[src/rtl/irrigation_controller.sv]
// Multi-zone irrigation sequencer: tank fill supervision, per-zone sprinkler/drip
// watering with latched round parameters, timed cleaning drain and latched faults.
module irrigation_controller #(
    parameter int ZONES        = 4,
    parameter int DUR_W        = 8,
    parameter int FILL_TIMEOUT = 200,
    parameter int CLEAN_CYCLES = 16
) (
    input  logic                                     clock,
    input  logic                                     reset,
    input  logic                                     H,
    input  logic                                     M,
    input  logic                                     L,
    input  logic                                     E,
    input  logic                                     ack,
    input  logic                                     start,
    input  logic [ZONES-1:0]                         zone_en,
    input  logic [ZONES-1:0]                         zone_mode,
    input  logic [DUR_W-1:0]                         dur_sprk,
    input  logic [DUR_W-1:0]                         dur_drip,
    output logic [ZONES-1:0]                         valve_zone,
    output logic                                     Ag,
    output logic                                     fill_valve,
    output logic                                     drain_valve,
    output logic [2:0]                               state_code,
    output logic [((ZONES > 1) ? $clog2(ZONES) : 1)-1:0] zone_idx,
    output logic [1:0]                               err_code,
    output logic                                     busy,
    output logic                                     round_done
);

    // state    | meaning
    // S_FILL   | tank filling, fill timeout running
    // S_FULL   | tank full, idle, waiting for start
    // S_WATER  | one zone valve open, duration timer running
    // S_CLEAN  | cleaning drain for CLEAN_CYCLES cycles
    // S_ERR    | fault latched in err_q, waiting for ack
    localparam logic [2:0] S_FILL  = 3'd0;
    localparam logic [2:0] S_FULL  = 3'd1;
    localparam logic [2:0] S_WATER = 3'd2;
    localparam logic [2:0] S_CLEAN = 3'd4;
    localparam logic [2:0] S_ERR   = 3'd5;

    localparam int ZW   = (ZONES > 1) ? $clog2(ZONES) : 1;
    localparam int FT_W = $clog2(FILL_TIMEOUT + 1);
    localparam int CL_W = $clog2(CLEAN_CYCLES + 1);
    localparam int TW0  = (FT_W > CL_W) ? FT_W : CL_W;
    localparam int TW   = (TW0 > DUR_W) ? TW0 : DUR_W;

    localparam logic [TW-1:0] FILL_LOAD  = TW'(FILL_TIMEOUT - 1);
    localparam logic [TW-1:0] CLEAN_LOAD = TW'(CLEAN_CYCLES - 1);

    logic [2:0]       state;
    logic [TW-1:0]    timer;
    logic [ZW-1:0]    ptr;
    logic [ZONES-1:0] en_q;
    logic [ZONES-1:0] mode_q;
    logic [DUR_W-1:0] sprk_q;
    logic [DUR_W-1:0] drip_q;
    logic [1:0]       err_q;
    logic             rd_q;

    logic [ZW-1:0]    first_idx;
    logic [ZW-1:0]    next_idx;
    logic             next_found;
    logic [DUR_W-1:0] first_dur;
    logic [DUR_W-1:0] next_dur;
    logic             in_water;

    // Timer counts down to 0, so a zone open for d cycles loads d-1; d=0 behaves as d=1.
    function automatic logic [TW-1:0] dur_load(input logic [DUR_W-1:0] d);
        return (d == '0) ? '0 : (TW'(d) - TW'(1));
    endfunction

    always_comb begin
        first_idx  = '0;
        next_idx   = '0;
        next_found = 1'b0;
        for (int i = ZONES - 1; i >= 0; i--) begin
            if (zone_en[i]) begin
                first_idx = ZW'(i);
            end
        end
        for (int i = ZONES - 1; i >= 0; i--) begin
            if (en_q[i] && (i > int'(ptr))) begin
                next_idx   = ZW'(i);
                next_found = 1'b1;
            end
        end
        first_dur = zone_mode[first_idx] ? dur_sprk : dur_drip;
        next_dur  = mode_q[next_idx] ? sprk_q : drip_q;
    end

    always_ff @(posedge clock) begin
        if (reset) begin
            state  <= S_FILL;
            timer  <= FILL_LOAD;
            ptr    <= '0;
            en_q   <= '0;
            mode_q <= '0;
            sprk_q <= '0;
            drip_q <= '0;
            err_q  <= 2'd0;
            rd_q   <= 1'b0;
        end else begin
            rd_q <= 1'b0;
            if (E) begin
                state <= S_ERR;
                err_q <= 2'd1;
            end else if (H && L && (state != S_ERR)) begin
                state <= S_ERR;
                err_q <= 2'd3;
            end else begin
                case (state)
                    S_FILL: begin
                        if (H) begin
                            state <= S_FULL;
                        end else if (timer == '0) begin
                            state <= S_ERR;
                            err_q <= 2'd2;
                        end else begin
                            timer <= timer - 1'b1;
                        end
                    end
                    S_FULL: begin
                        if (start && (zone_en != '0)) begin
                            en_q   <= zone_en;
                            mode_q <= zone_mode;
                            sprk_q <= dur_sprk;
                            drip_q <= dur_drip;
                            ptr    <= first_idx;
                            timer  <= dur_load(first_dur);
                            state  <= S_WATER;
                        end
                    end
                    S_WATER: begin
                        if (L) begin
                            state <= S_CLEAN;
                            timer <= CLEAN_LOAD;
                        end else if (timer == '0) begin
                            if (next_found) begin
                                ptr   <= next_idx;
                                timer <= dur_load(next_dur);
                            end else begin
                                state <= S_CLEAN;
                                timer <= CLEAN_LOAD;
                                rd_q  <= 1'b1;
                            end
                        end else begin
                            timer <= timer - 1'b1;
                        end
                    end
                    S_CLEAN: begin
                        if (timer == '0) begin
                            state <= S_FILL;
                            timer <= FILL_LOAD;
                        end else begin
                            timer <= timer - 1'b1;
                        end
                    end
                    S_ERR: begin
                        // E is already known low here; H&L must also be clear to leave.
                        if (ack && !(H && L)) begin
                            state <= S_FILL;
                            timer <= FILL_LOAD;
                            err_q <= 2'd0;
                        end
                    end
                    default: begin
                        state <= S_FILL;
                        timer <= FILL_LOAD;
                    end
                endcase
            end
        end
    end

    assign in_water    = (state == S_WATER);
    assign valve_zone  = in_water ? (ZONES'(1) << ptr) : '0;
    assign Ag          = in_water & mode_q[ptr];
    assign fill_valve  = (state == S_FILL);
    assign drain_valve = (state == S_CLEAN);
    assign state_code  = in_water ? (mode_q[ptr] ? 3'd2 : 3'd3) : state;
    assign zone_idx    = in_water ? ptr : '0;
    assign err_code    = err_q;
    assign busy        = (state != S_FULL);
    assign round_done  = rd_q;

endmodule

[config.mk]
export PLATFORM = sky130hd
export DESIGN_NAME = irrigation_controller
export DESIGN_NICKNAME = d
export VERILOG_FILES = /design/src/rtl/irrigation_controller.sv
export SDC_FILE = /design/constraint.sdc
export NUM_CORES = 1
export LEC_CHECK = 0
export ABC_AREA = 1
export BUFFER_PORTS_ARGS = -buffer_cell sky130_fd_sc_hd__buf_2
export CAP_MARGIN = 0
export CORE_MARGIN = 3
export CORE_UTILIZATION = 50
export CTS_BUF_LIST = sky130_fd_sc_hd__clkbuf_16
export CTS_CLUSTER_DIAMETER = 80
export DETAILED_ROUTE_END_ITERATION = 6
export GPL_TIMING_DRIVEN = 0
export PLACE_DENSITY = 0.85
export SLEW_MARGIN = 10
export SYNTH_ARGS = -nofsm -noshare
export SYNTH_HDL_FRONTEND = slang
export SYNTH_SLANG_ARGS = --single-unit
[constraint.sdc]
create_clock -name clock -period 2.28 [get_ports clock]
set_input_delay 0.228 -clock clock [delete_from_list [all_inputs] [get_ports clock]]
set_output_delay 0.228 -clock clock [all_outputs]
set_load 0.1 [all_outputs]
# [After elaboration in Yosys (flattened, before gate mapping)]
# Index checks and enable logic that the tools add are counted.
# Widths: inputs -> output; s select.
[word_totals] in_bits=32 wordCells=136 reg_bits=40 output_inout_bits=16
[op_classes] n_eq_ne=28 n_bitwise=5 n_lt_le_gt_ge=6 n_addsub=3 shift=1 reduce_logical=26 mux=56
[ops] op="$mux 8" n=12
[ops] op="$pmux 8 s5" n=1
[ops] op="$mux 3" n=11
[ops] op="$mux 2" n=16
[ops] op="$logic_not 8->1" n=3
[ops] op="$sub 8x1->8 const B" n=3
[ops] op="$reduce_and 6->1" n=3
[ops] op="$pmux 3 s5" n=1
[ops] op="$ne 2x2->1 const B" n=6
[ops] op="$reduce_and 4->1" n=3
[ops] op="$ne 5x3->1 const B" n=2
[ops] op="$lt 2x3->1 const B" n=3
[ops] op="$mux 1" n=9
[ops] op="$ne 3x2->1 const B" n=3
[ops] op="$ne 3x3->1 const B" n=3
[ops] op="$ne 4x2->1 const B" n=2
[ops] op="$ne 4x4->1 const B" n=2
[ops] op="$pmux 2 s2" n=2
[ops] op="$reduce_bool 4->1" n=2
[ops] op="$logic_and 1x1->1" n=7
[ops] op="$reduce_and 7->1" n=1
[ops] op="$bmux 1 s2" n=3
[ops] op="$eq 3x3->1 const B" n=2
[ops] op="$ne 3x1->1 const B" n=2
[ops] op="other kinds (18)" n=23

# [Depth between registers and ports, before layout]
# Gate-level depths: netlist of the first run.
[logic_depth] ltp_word=14 depth_mapped=21 ltp_nobuf=21

# [Worst setup path after synthesis of the first run]
# Ideal clock, no wire load.
[synth_timing] path_type="register -> output" from="register state[1]" to="output port valve_zone[0]" path_buffers=1 path_slack_ns=-0.946 stages_incl_launch_ff=6 arrival_time_ns=2.998 cell_sequence="dfxtp_1 inv_2 nor3_4 inv_2 clkbuf_1 nor3_1"
[synth_via] elab_chain_len=2
[synth_lines] element="from (decl)" line_no="53" text="logic [2:0] state;"
[synth_lines] element="from (signal assigned)" line_no="96" text="state <= S_FILL;"
[synth_lines] element="from (signal assigned)" line_no="108" text="state <= S_ERR;"
[synth_lines] element="from (signal assigned)" line_no="111" text="state <= S_ERR;"
[synth_lines] element="$eq 3x2->1" line_no="178" text="assign in_water = (state == S_WATER);"
[synth_lines] element="$mux 4" line_no="179" text="assign valve_zone = in_water ? (ZONES'(1) << ptr) : '0;"
[synth_lines] element="to (decl)" line_no="21" text="output logic [ZONES-1:0] valve_zone,"
# No other way between the ends.

# [Final worst setup path of the first run]
[layout_timing] from="register ptr[0]" to="register timer[1]"
[layout_via] elab_chain_len=14
[layout_lines] element="from (decl)" line_no="55" text="logic [ZW-1:0] ptr;"
[layout_lines] element="from (signal assigned)" line_no="131" text="ptr <= first_idx;"
[layout_lines] element="from (signal assigned)" line_no="142" text="ptr <= next_idx;"
[layout_lines] element="$gt 2x2->1" line_no="85" text="if (en_q[i] && (i > int'(ptr))) begin"
[layout_lines] element="$logic_and 1x1->1" line_no="85"
[layout_lines] element="$mux 2 (3 in series)" line_no="85"
[layout_lines] element="$bmux 1 s2" line_no="91" text="next_dur = mode_q[next_idx] ? sprk_q : drip_q;"
[layout_lines] element="$mux 1 (implied by the code)" line_no="91"
[layout_lines] element="$mux 8" line_no="91"
[layout_lines] element="$sub 8x1->8 / $logic_not 8->1 (equally long branches)" line_no="72" text="return (d == '0) ? '0 : (TW'(d) - TW'(1));"
[layout_lines] element="$mux 8" line_no="72"
[layout_lines] element="$mux 8 *" line_no="141" text="if (next_found) begin"
[layout_lines] element="$mux 8 *" line_no="140" text="end else if (timer == '0) begin"
[layout_lines] element="$mux 8 *" line_no="137" text="if (L) begin"
[layout_lines] element="$pmux 8 s5 *" line_no="114" text="case (state)"
[layout_lines] element="to (signal assigned)" line_no="122" text="timer <= timer - 1'b1;"
[layout_lines] element="to (signal assigned)" line_no="143" text="timer <= dur_load(next_dur);"
[layout_lines] element="to (signal assigned)" line_no="150" text="timer <= timer - 1'b1;"
[layout_lines] element="to (decl)" line_no="54" text="logic [TW-1:0] timer;"
# Every way passes the cells marked *; elsewhere a longest branch is shown, timed or not. The select of a mux whose other input is x is not followed.
# A chain may end at the register's enable or synchronous reset.

==> results.sh, run 1 <==
export IMPL_final_net_count=598
export IMPL_worstMarginPinSlew_ns=0.5398
export IMPL_stdcell_count=633
export IMPL_grt_pass1_wl_um=14930
export IMPL_grt_pass1_vias=3325
export IMPL_netlist_area_um2=3079
export IMPL_power_switching_uw=1073
export IMPL_layout_setup_ws_ns=-0.1428
export IMPL_drive_above_1_share_pct=37.43
export IMPL_whs_path_depth=2
export IMPL_critPathKind="flip-flop to flip-flop"
export IMPL_r2r_end="timer[1]$_SDFFE_PP1P_"
export IMPL_synth_top_cell_area_share_pct=25.36
export IMPL_drv_slew=0
export IMPL_r2r_slack_ns=-0.14
export IMPL_finalSetupViolations=14
export IMPL_pwr_share_clk_pct=26.5
export IMPL_ys_types=46
export IMPL_drt_total_wl_um=11100
export IMPL_place_hpwl_um=6488
export IMPL_async_reset_ff_share_pct=0
export IMPL_violations="design-rule violations, negative setup slack"
export IMPL_fp_coreArea_um2=5743
export IMPL_fin_skew_ns=0.003150
export IMPL_worstRegToRegCells=17
export IMPL_rows=27
export IMPL_clock_sinks=39
export IMPL_critical_path_arrival_ns=2.59
export IMPL_pwr_share_seq_pct=29.7
export IMPL_initial_utilization_pct=53.62
export IMPL_synth_most_common_cell="nand2_1"
export IMPL_seqCellArea_um2=792.0
export IMPL_grt_use_total_pct=25.23
export IMPL_hp_start="E"
export IMPL_finalPower_uw=2596
export IMPL_clkTransAtPathRegs_ns=0.06
export IMPL_fin_crit_ns=2.423
export IMPL_wl_met1_um=4065
export IMPL_nFillCells=400
export IMPL_clk_insertion_delay_late_ns=0.29
export IMPL_grt_overflow=0
export IMPL_syn2layout_area_growth_pct=34.30
export IMPL_power_density_nw_per_um2=627.8
export IMPL_synth_edf_count=0
export IMPL_postLayoutCoreUtil_pct=72.00
export IMPL_die_area_um2=7136
export IMPL_io_buffers=46
export IMPL_seq_area_frac_synth_pct=25.36
export IMPL_pre_cts_slack_ns=-0.2682
export IMPL_syn_num_nets=513
export IMPL_drc_errors=1
export IMPL_hold_path_end="err_code[1]$_SDFFE_PP0P_"
export IMPL_first_iter_violations=580
export IMPL_maxCapViolations=0
export IMPL_hold_violations=0
export IMPL_antenna_cells=0
export IMPL_fmax_ghz=0.4127
export IMPL_via_per_inst=6.073
export IMPL_h_tree_depth=2
export IMPL_placed_cells=593
export IMPL_top_layer="met4"
export IMPL_worstPathRequired_ns=2.45
export IMPL_p_comb_share_pct=43.8
export IMPL_rsz0062_at_grt="yes"
export IMPL_dr_pass1_iters=7
export IMPL_synth_ff_type="dfxtp_1"
export IMPL_wl_per_cell_um=17.54
export IMPL_postSynthCellCount=475
export IMPL_swShare_pct=41.32
export IMPL_ant_nets=0
export IMPL_cp_max_fo=5
export IMPL_status="finished with violations"
export IMPL_internal_power_uw=1523
export IMPL_leakagePower_uw=0.001968
export IMPL_rr_startpoint="ptr[0]$_SDFFE_PP0P_"
export IMPL_route_met2_wl_um=5489
export IMPL_peakVddDrop_uv=505.1
export IMPL_yosysWarningCount=0
export IMPL_max_slew_margin_pct=64.01
export IMPL_vias=3844
export IMPL_fin_crit_sh_pct=106.3
export IMPL_io_pin_count=48
export IMPL_yosys_top_cells_area="dfxtp_1 25%, nand2_1 13%, a21oi_1 6.5%, nor2_1 5.9%, inv_1 5.5%"
export IMPL_multiInputGateArea_um2=2260
export IMPL_yosysTopAreaCell="dfxtp_1"
export IMPL_hold_buffers=0
export IMPL_finalWeightedCongestion=0.9227
export IMPL_antenna_found_initial=0
export IMPL_die_x_um=84.48
export IMPL_grt_max_degree=13
export IMPL_synth_seq_cells=39
export IMPL_cts_root_buf="clkbuf_16"
export IMPL_clock_path_buffers=2
export IMPL_cts_tree="yes"
export IMPL_wl_met3_um=911
export IMPL_die_h_um=84.48
export IMPL_end_kind="flip-flop"
export IMPL_synthTopCellsByCount="103 x nand2_1, 48 x nor2_1, 45 x inv_1"
export IMPL_tns_ns=-0.7570
export IMPL_cts_buffers=5
export IMPL_worstHoldPathType="input port to flip-flop"
export IMPL_start_kind="flip-flop"
export IMPL_postSynthAreaPerCell_um2=6.483
-- worst max path at each step --
stage	start	endpoint	slack (ns)	cells past startpoint
after detailed placement	zone_en[1]	timer[4]$_SDFFE_PP0P_	-0.27	15
after floorplan	state[1]$_SDFFE_PP0P_	valve_zone[2]	-0.21	5
after CTS	ptr[1]$_SDFFE_PP0P_	timer[0]$_SDFFE_PP1P_	0.0006	17
after global placement	zone_en[1]	timer[4]$_SDFFE_PP0P_	-0.20	15
final	ptr[0]$_SDFFE_PP0P_	timer[1]$_SDFFE_PP1P_	-0.14	17
after global routing	ptr[0]$_SDFFE_PP0P_	timer[1]$_SDFFE_PP1P_	-0.23	17
-- layout make-up --
type | count | area share, %
timing repair buffer | 79 | 12.59
clock inverter | 3 | 0.3933
sequential | 39 | 19.15
inverter | 64 | 6.475
multi-input combinational | 361 | 54.64
buffer | 10 | 1.543
tap | 72 | 2.179
clock buffer | 5 | 3.026
-- per-stage QoR --
step	hold slack (ns)	instance area [µm²]
final	0.1575	4135
after global routing	0.1717	4135
after CTS	0.1583	3692
after global placement	0.4454	3428
after floorplan	0.3065	3108
after detailed placement	0.4498	3428
-- layer usage --
layer,vias to the layer above,track usage [%]
met5,-,0
met4,0,9.353
met3,81,3.729
met2,284,44.12
met1,1774,31.32
li1,1705,-
-- critical path, cell delays in order, from the launching register on --
cell      delay, ns
dfxtp_4        0.38
nor2_4         0.16
nand2_4        0.11
nand2_2        0.11
nand2_2        0.07
nand2_4        0.14
nand3b_1       0.16
nand2_4        0.14
ha_4           0.13
nand3_2        0.08
nor2_2         0.10
nand2_2        0.09
inv_4          0.11
o21ai_2        0.08
nand2_1        0.10
a21oi_1        0.07
o21ai_1        0.18
nand2_1        0.08
-- cell families (layout without fill, tap and decap cells) --
family | after synthesis | count (layout) | synth area share, %
fa+ha+maj | 6 | 6 | 2.438
xor+xnor | 10 | 10 | 2.845
flops | 39 | 39 | 25.36
buf+inv | 75 | 161 | 10.20
simple gates | 247 | 247 | 40.80
compound gates | 98 | 98 | 18.37
-- timing repair --
item / CTS / global route
endpoints found under the setup margin: 31 / 39
pin swaps: 11 / 42
resized for setup: 13 / 72
setup buffers: 11 / 23
endpoints found under the hold margin: 0 / 0
-- sequential cells by signal (all words and copies together), names as in the netlist --
register	cells
sprk_q	8
timer	8
err_code	2
round_done	1
ptr	2
state	3
en_q	3
mode_q	4
drip_q	8
-- placed cells by master, fill, tap and decap left out, drive strengths merged, types with 8 or more instances in the layout --
cell type / instances
nor2: 61
nand3: 37
buf: 77
nand2: 127
o21ai: 44
dfxtp: 39
clkbuf: 17
a21oi: 43
inv: 63
nor3: 8
-- power by group through the flow --
| stage | combinational [µW] | sequential, µW | clock (µW) |
|---|---|---|---|
| after detailed placement | 866 | 777 | 0 |
| final | 1140 | 771 | 688 |
| after global routing | 1220 | 772 | 720 |
| after global placement | 848 | 775 | 0 |
| after CTS | 902 | 763 | 681 |
| after floorplan | 681 | 786 | 0 |
No activity file was read; power rests on OpenSTA's default activity.
==> run 2, diff against run 1 <==
--- a/config.mk
+++ b/config.mk
@@ -16,5 +16,5 @@
 export GPL_TIMING_DRIVEN = 0
 export PLACE_DENSITY = 0.85
-export SLEW_MARGIN = 10
+export SLEW_MARGIN = 20
 export SYNTH_ARGS = -nofsm -noshare
 export SYNTH_HDL_FRONTEND = slang
==> constraint.sdc (replaced) <==
create_clock -name clock -period 2.28 [get_ports clock]
set_input_delay 0.342 -clock clock [delete_from_list [all_inputs] [get_ports clock]]
set_output_delay 0.342 -clock clock [all_outputs]
set_load 0.1 [all_outputs]
==> run 2 against run 1 <==
Effect of this change: the run still ends with design-rule violations, negative setup slack left; largest cell class unchanged; non-clock buffer count unchanged; hold slack improved by 0.12 ns; sequential share of layout area is 0.17 points lower; utilization rose by 0.74 points; combinational power about the same; first-iteration DRC count fell by 8.3%; die area did not move; via count down 1.2%; sequential power barely moved; cell area is 1.0% higher; maximum frequency grew 2.8%; final cell count unchanged.
==> results.sh, run 2 (same netlist as run 1, synthesis figures left out) <==
export IMPL_status="finished with violations"
export IMPL_violations="design-rule violations, negative setup slack"
export IMPL_hp_start="E"
export IMPL_clock_sinks=39
export IMPL_hold_path_end="err_code[1]$_SDFFE_PP0P_"
export IMPL_r2r_end="timer[3]$_SDFFE_PP0P_"
export IMPL_place_hpwl_um=6488
export IMPL_rsz0062_at_grt="yes"
export IMPL_antenna_cells=0
export IMPL_via_per_inst=6.000
export IMPL_pre_cts_slack_ns=-0.3822
export IMPL_reg_largest_list="drip_q: 8 flops, sprk_q: 8 flops, timer: 8 flops"
export IMPL_hold_violations=0
export IMPL_grt_overflow=0
export IMPL_end_kind="flip-flop"
export IMPL_grt_use_total_pct=25.25
export IMPL_cp_cell_sequence="nor2_4, nand2_4, nand2_2, nand2_2, nand2_4, nand3b_1, nand2_4, ha_4, nand3_2, nor2_2, nand2_2, nand3_1, nand2_1, nand2_1, nand2_1, nand2_1, nand2_1, nand2_1, a21oi_1"
export IMPL_worstMarginPinSlew_ns=0.5795
export IMPL_layout_setup_ws_ns=-0.07584
export IMPL_cp_slowest_cell="dfxtp_4"
export IMPL_worstHoldPathType="input port to flip-flop"
export IMPL_initial_utilization_pct=53.62
export IMPL_whs_path_depth=2
export IMPL_grt_pass1_vias=3336
export IMPL_seqCellArea_um2=793.3
export IMPL_rows=27
export IMPL_first_iter_violations=532
export IMPL_fmax_ghz=0.4245
export IMPL_fin_crit_sh_pct=103.3
export IMPL_cts_root_buf="clkbuf_16"
export IMPL_h_tree_depth=2
export IMPL_max_slew_margin_pct=61.37
export IMPL_ant_nets=0
export IMPL_drc_errors=1
export IMPL_postLayoutCoreUtil_pct=72.75
export IMPL_layout_common_cells="92 x nand2_1, 44 x inv_1, 40 x buf_2"
export IMPL_drive_above_1_share_pct=38.50
export IMPL_clk_insertion_delay_late_ns=0.29
export IMPL_start_kind="flip-flop"
export IMPL_io_pin_count=48
export IMPL_die_area_um2=7136
export IMPL_die_x_um=84.48
export IMPL_drt_total_wl_um=10990
export IMPL_nFillCells=402
export IMPL_cts_tree="yes"
export IMPL_final_common_cell="nand2_1"
export IMPL_critPathKind="flip-flop to flip-flop"
export IMPL_vias=3798
export IMPL_stdcell_count=633
export IMPL_placed_cells=593
export IMPL_grt_pass1_wl_um=14920
export IMPL_r2r_slack_ns=-0.08
export IMPL_grt_max_degree=13
export IMPL_leakagePower_uw=0.001965
export IMPL_cp_max_fo=4
export IMPL_hold_worst_slack_ns=0.2812
export IMPL_cp_slowest_stage_delay_ns=0.38
export IMPL_path_delay_family="simple AND/OR/NAND/NOR gates"
export IMPL_hold_buffers=0
export IMPL_critical_path_arrival_ns=2.50
export IMPL_clkTransAtPathRegs_ns=0.06
export IMPL_die_h_um=84.48
export IMPL_multiInputGateArea_um2=2300
export IMPL_syn2layout_area_growth_pct=35.68
export IMPL_power_density_nw_per_um2=619.6
export IMPL_place_area_um2=3428
export IMPL_critPathBufInv=0
export IMPL_io_buffers=46
export IMPL_worstPathRequired_ns=2.42
export IMPL_fin_skew_ns=0.005789
export IMPL_rr_startpoint="ptr[1]$_SDFFE_PP0P_"
export IMPL_postLayoutCellArea_um2=4178
export IMPL_cts_buffers=5
export IMPL_antenna_found_initial=0
export IMPL_dr_pass1_iters=7
export IMPL_peakVddDrop_uv=511.2
export IMPL_path_common_cell="nand2_1"
export IMPL_worstRegToRegCells=19
export IMPL_finalSetupViolations=8
export IMPL_fin_crit_ns=2.356
export IMPL_finalWeightedCongestion=0.9227
export IMPL_maxCapViolations=0
export IMPL_clock_path_buffers=2
export IMPL_drv_slew=0
export IMPL_wl_per_cell_um=17.36
export IMPL_final_net_count=598
export IMPL_fp_coreArea_um2=5743
run 2: cell types whose count changed in the layout (fill, tap and decap cells not counted), sizes merged:
cell    previous run  this run
clkbuf            17        11
buf               77        83
run 2: stage by stage:
step | TNS [ns] | total power, µW
after floorplan | -1.735 | 1467
after global routing | -2.258 | 2703
final | -0.3087 | 2588
after global placement | -2.216 | 1623
after CTS | 0 | 2359
after detailed placement | -4.203 | 1642
run 2: layout make-up:
cell class                      instances  share of cell area [%]
Tap cell                               72                   2.156
Clock buffer                            5                   2.995
Clock inverter                          3                  0.3893
Inverter                               64                   6.469
Buffer                                 10                   1.527
Sequential cell                        39                   18.99
Multi-Input combinational cell        361                   55.05
Timing Repair Buffer                   79                   12.43
run 2: what timing repair did:
action | 4_1_cts | 5_1_grt
pin swaps | 10 | 40
gates cloned | 0 | 1
endpoints found under the hold margin | 0 | 0
resized for setup | 29 | 70
endpoints found under the setup margin | 38 | 39
buffers inserted | 11 | 22
run 2: worst max path at each step:
stage	start	end	slack, ns	depth (start not counted)
2_1_floorplan	state[1]$_SDFFE_PP0P_	valve_zone[2]	-0.32	5
3_3_place_gp	zone_en[1]	timer[4]$_SDFFE_PP0P_	-0.32	15
3_5_place_dp	zone_en[1]	timer[4]$_SDFFE_PP0P_	-0.38	15
4_1_cts	ptr[0]$_SDFFE_PP0P_	timer[1]$_SDFFE_PP1P_	0.0008	17
5_1_grt	zone_en[2]	timer[2]$_SDFFE_PP1P_	-0.25	18
6_report	ptr[1]$_SDFFE_PP0P_	timer[3]$_SDFFE_PP0P_	-0.08	19
run 2: routing by layer:
layer	vias to the layer above	part of all wire [%]	track usage, %
met5	-	0	0
met4	0	4.7	10.07
met3	70	9.2	4.122
met2	308	49	44.05
met1	1704	37	30.93
li1	1716	-	-
run 2: where the power goes:
part	leakage, µW	switching, µW	internal [µW]
sequential	0.000320	46.7	723
clock	0.0000710	296	400
combinational	0.00157	733	390
total	0.00197	1080	1510
==> run 3, diff against run 2 <==
MAX_ROUTING_LAYER = met4   (was unset)
RECOVER_POWER = 25   (was unset)
==> run 3 against run 2 <==
Effect of this change: non-clock buffer count fell by 6; clock skew barely moved; the flow finishes with violations (negative setup slack); cell area fell by 1.8%; utilization fell by 1.3 points; hold slack got worse by 0.013 ns; first-iteration DRC count fell by 6.8%.
==> results.sh, run 3 (same netlist as run 1, synthesis figures left out) <==
export IMPL_status="finished with violations"
export IMPL_violations="negative setup slack"
export IMPL_clkTransAtPathRegs_ns=0.06
export IMPL_peakVddDrop_uv=424.0
export IMPL_nFillCells=417
export IMPL_hold_violations=0
export IMPL_final_net_count=592
export IMPL_grt_use_total_pct=25.84
export IMPL_vias=3779
export IMPL_fmax_ghz=0.4169
export IMPL_first_iter_violations=496
export IMPL_cp_slowest_stage_delay_ns=0.41
export IMPL_worstPathRequired_ns=2.45
export IMPL_drc_errors=0
export IMPL_layout_setup_ws_ns=-0.1184
export IMPL_ant_nets=0
export IMPL_end_kind="flip-flop"
export IMPL_die_h_um=84.48
export IMPL_grt_max_degree=13
export IMPL_io_pin_count=48
export IMPL_reg_largest_list="drip_q: 8 flops, sprk_q: 8 flops, timer: 8 flops"
export IMPL_worstMarginPinSlew_ns=1.163
export IMPL_cp_slowest_cell="dfxtp_4"
export IMPL_grt_pass1_wl_um=15000
export IMPL_finalSetupViolations=15
export IMPL_stdcell_count=627
export IMPL_finalWeightedCongestion=0.9423
export IMPL_critPathBufInv=2
export IMPL_worstHoldPathType="input port to flip-flop"
export IMPL_clock_path_buffers=2
export IMPL_cts_tree="yes"
export IMPL_postLayoutCoreUtil_pct=71.46
export IMPL_cts_buffers=5
export IMPL_via_per_inst=6.027
export IMPL_antenna_cells=0
export IMPL_antenna_found_initial=0
export IMPL_fp_coreArea_um2=5743
export IMPL_final_common_cell="nand2_1"
export IMPL_place_hpwl_um=6477
export IMPL_placed_cells=593
export IMPL_fin_skew_ns=0.005580
export IMPL_cp_cell_sequence="inv_4, nand2_4, nand3_4, nand2_2, nand2_2, nand2_4, nand3b_1, nand2_4, ha_4, nand3_2, nor2_2, nand2_2, inv_4, o21ai_2, nand2_1, a21oi_2, o21ai_2, nand2_1"
export IMPL_rsz0062_at_grt="yes"
export IMPL_io_buffers=46
export IMPL_h_tree_depth=2
export IMPL_drive_above_1_share_pct=36.04
export IMPL_drt_total_wl_um=10690
export IMPL_max_slew_margin_pct=22.80
export IMPL_cp_max_fo=4
export IMPL_clk_insertion_delay_late_ns=0.29
export IMPL_critPathKind="flip-flop to flip-flop"
export IMPL_wl_per_cell_um=17.05
export IMPL_power_density_nw_per_um2=623.8
export IMPL_die_x_um=84.48
export IMPL_fin_crit_sh_pct=105.2
export IMPL_initial_utilization_pct=53.62
export IMPL_die_area_um2=7136
export IMPL_critical_path_arrival_ns=2.57
export IMPL_drv_slew=0
export IMPL_cts_root_buf="clkbuf_16"
export IMPL_clock_sinks=39
export IMPL_layout_common_cells="96 x nand2_1, 44 x inv_1, 40 x nor2_1"
export IMPL_dr_pass1_iters=5
export IMPL_maxCapViolations=0
export IMPL_syn2layout_area_growth_pct=33.28
export IMPL_grt_pass1_vias=3280
export IMPL_grt_overflow=0
export IMPL_path_delay_family="simple AND/OR/NAND/NOR gates"
export IMPL_start_kind="flip-flop"
export IMPL_leakagePower_uw=0.001907
export IMPL_rows=27
export IMPL_fin_crit_ns=2.398
## run 3: what timing repair did
action,4_1_cts,5_1_grt
resized for setup,30,59
setup buffers,8,17
setup endpoints to repair,35,40
hold buffers,0,0
pin swaps,13,31
cloned,0,1
## run 3: where the power goes
part	internal, µW	switching [µW]
clock network	399	287
registers	723	46.3
logic	387	717
## run 3: final timing paths
| path | from | to | slack [ns] | cells past startpoint |
|---|---|---|---|---|
| max | ptr[1]$_SDFFE_PP0P_ | timer[0]$_SDFFE_PP1P_ | -0.12 | 18 |
| min | E | err_code[1]$_SDFFE_PP0P_ | 0.27 | 2 |
| max reg2reg | ptr[1]$_SDFFE_PP0P_ | timer[0]$_SDFFE_PP1P_ | -0.12 | 18 |
| min reg2reg | err_code[0]$_SDFFE_PP0P_ | err_code[0]$_SDFFE_PP0P_ | 0.47 | 2 |
## run 3: layout make-up
type / instances / area [µm²] / area share, %
plain buffers: 11 / 76.32 / 1.860
clock buffers: 5 / 125.1 / 3.049
clock inverters: 3 / 16.27 / 0.3963
inverters: 64 / 265.3 / 6.463
multi-input cells: 361 / 2265 / 55.18
flip-flops and latches: 39 / 793.3 / 19.33
well taps: 72 / 90.09 / 2.195
repair buffers: 72 / 473.0 / 11.52
## run 3: layer usage
layer,wire [µm],part of all wire (%),vias to the layer above,global-route usage (%)
li1,-,-,1706,-
met1,3923,37,1752,32.04
met2,5332,50,240,44.69
met3,826,7.7,81,2.846
met4,608,5.7,0,6.763
met5,0,0,-,-
## run 3: per-stage QoR
| step | cell area, µm² | hold slack [ns] | TNS, ns | setup WS, ns | power, µW |
|---|---|---|---|---|---|
| final | 4104 | 0.2685 | -0.5620 | -0.1184 | 2560 |
| after global routing | 4104 | 0.2825 | -4.413 | -0.1698 | 2673 |
| after CTS | 3732 | 0.2772 | -0.009125 | -0.009125 | 2353 |
| after detailed placement | 3428 | 0.4575 | -3.713 | -0.3762 | 1645 |
| after global placement | 3428 | 0.4480 | -2.413 | -0.3381 | 1624 |
| after floorplan | 3108 | 0.4205 | -1.735 | -0.3207 | 1467 |
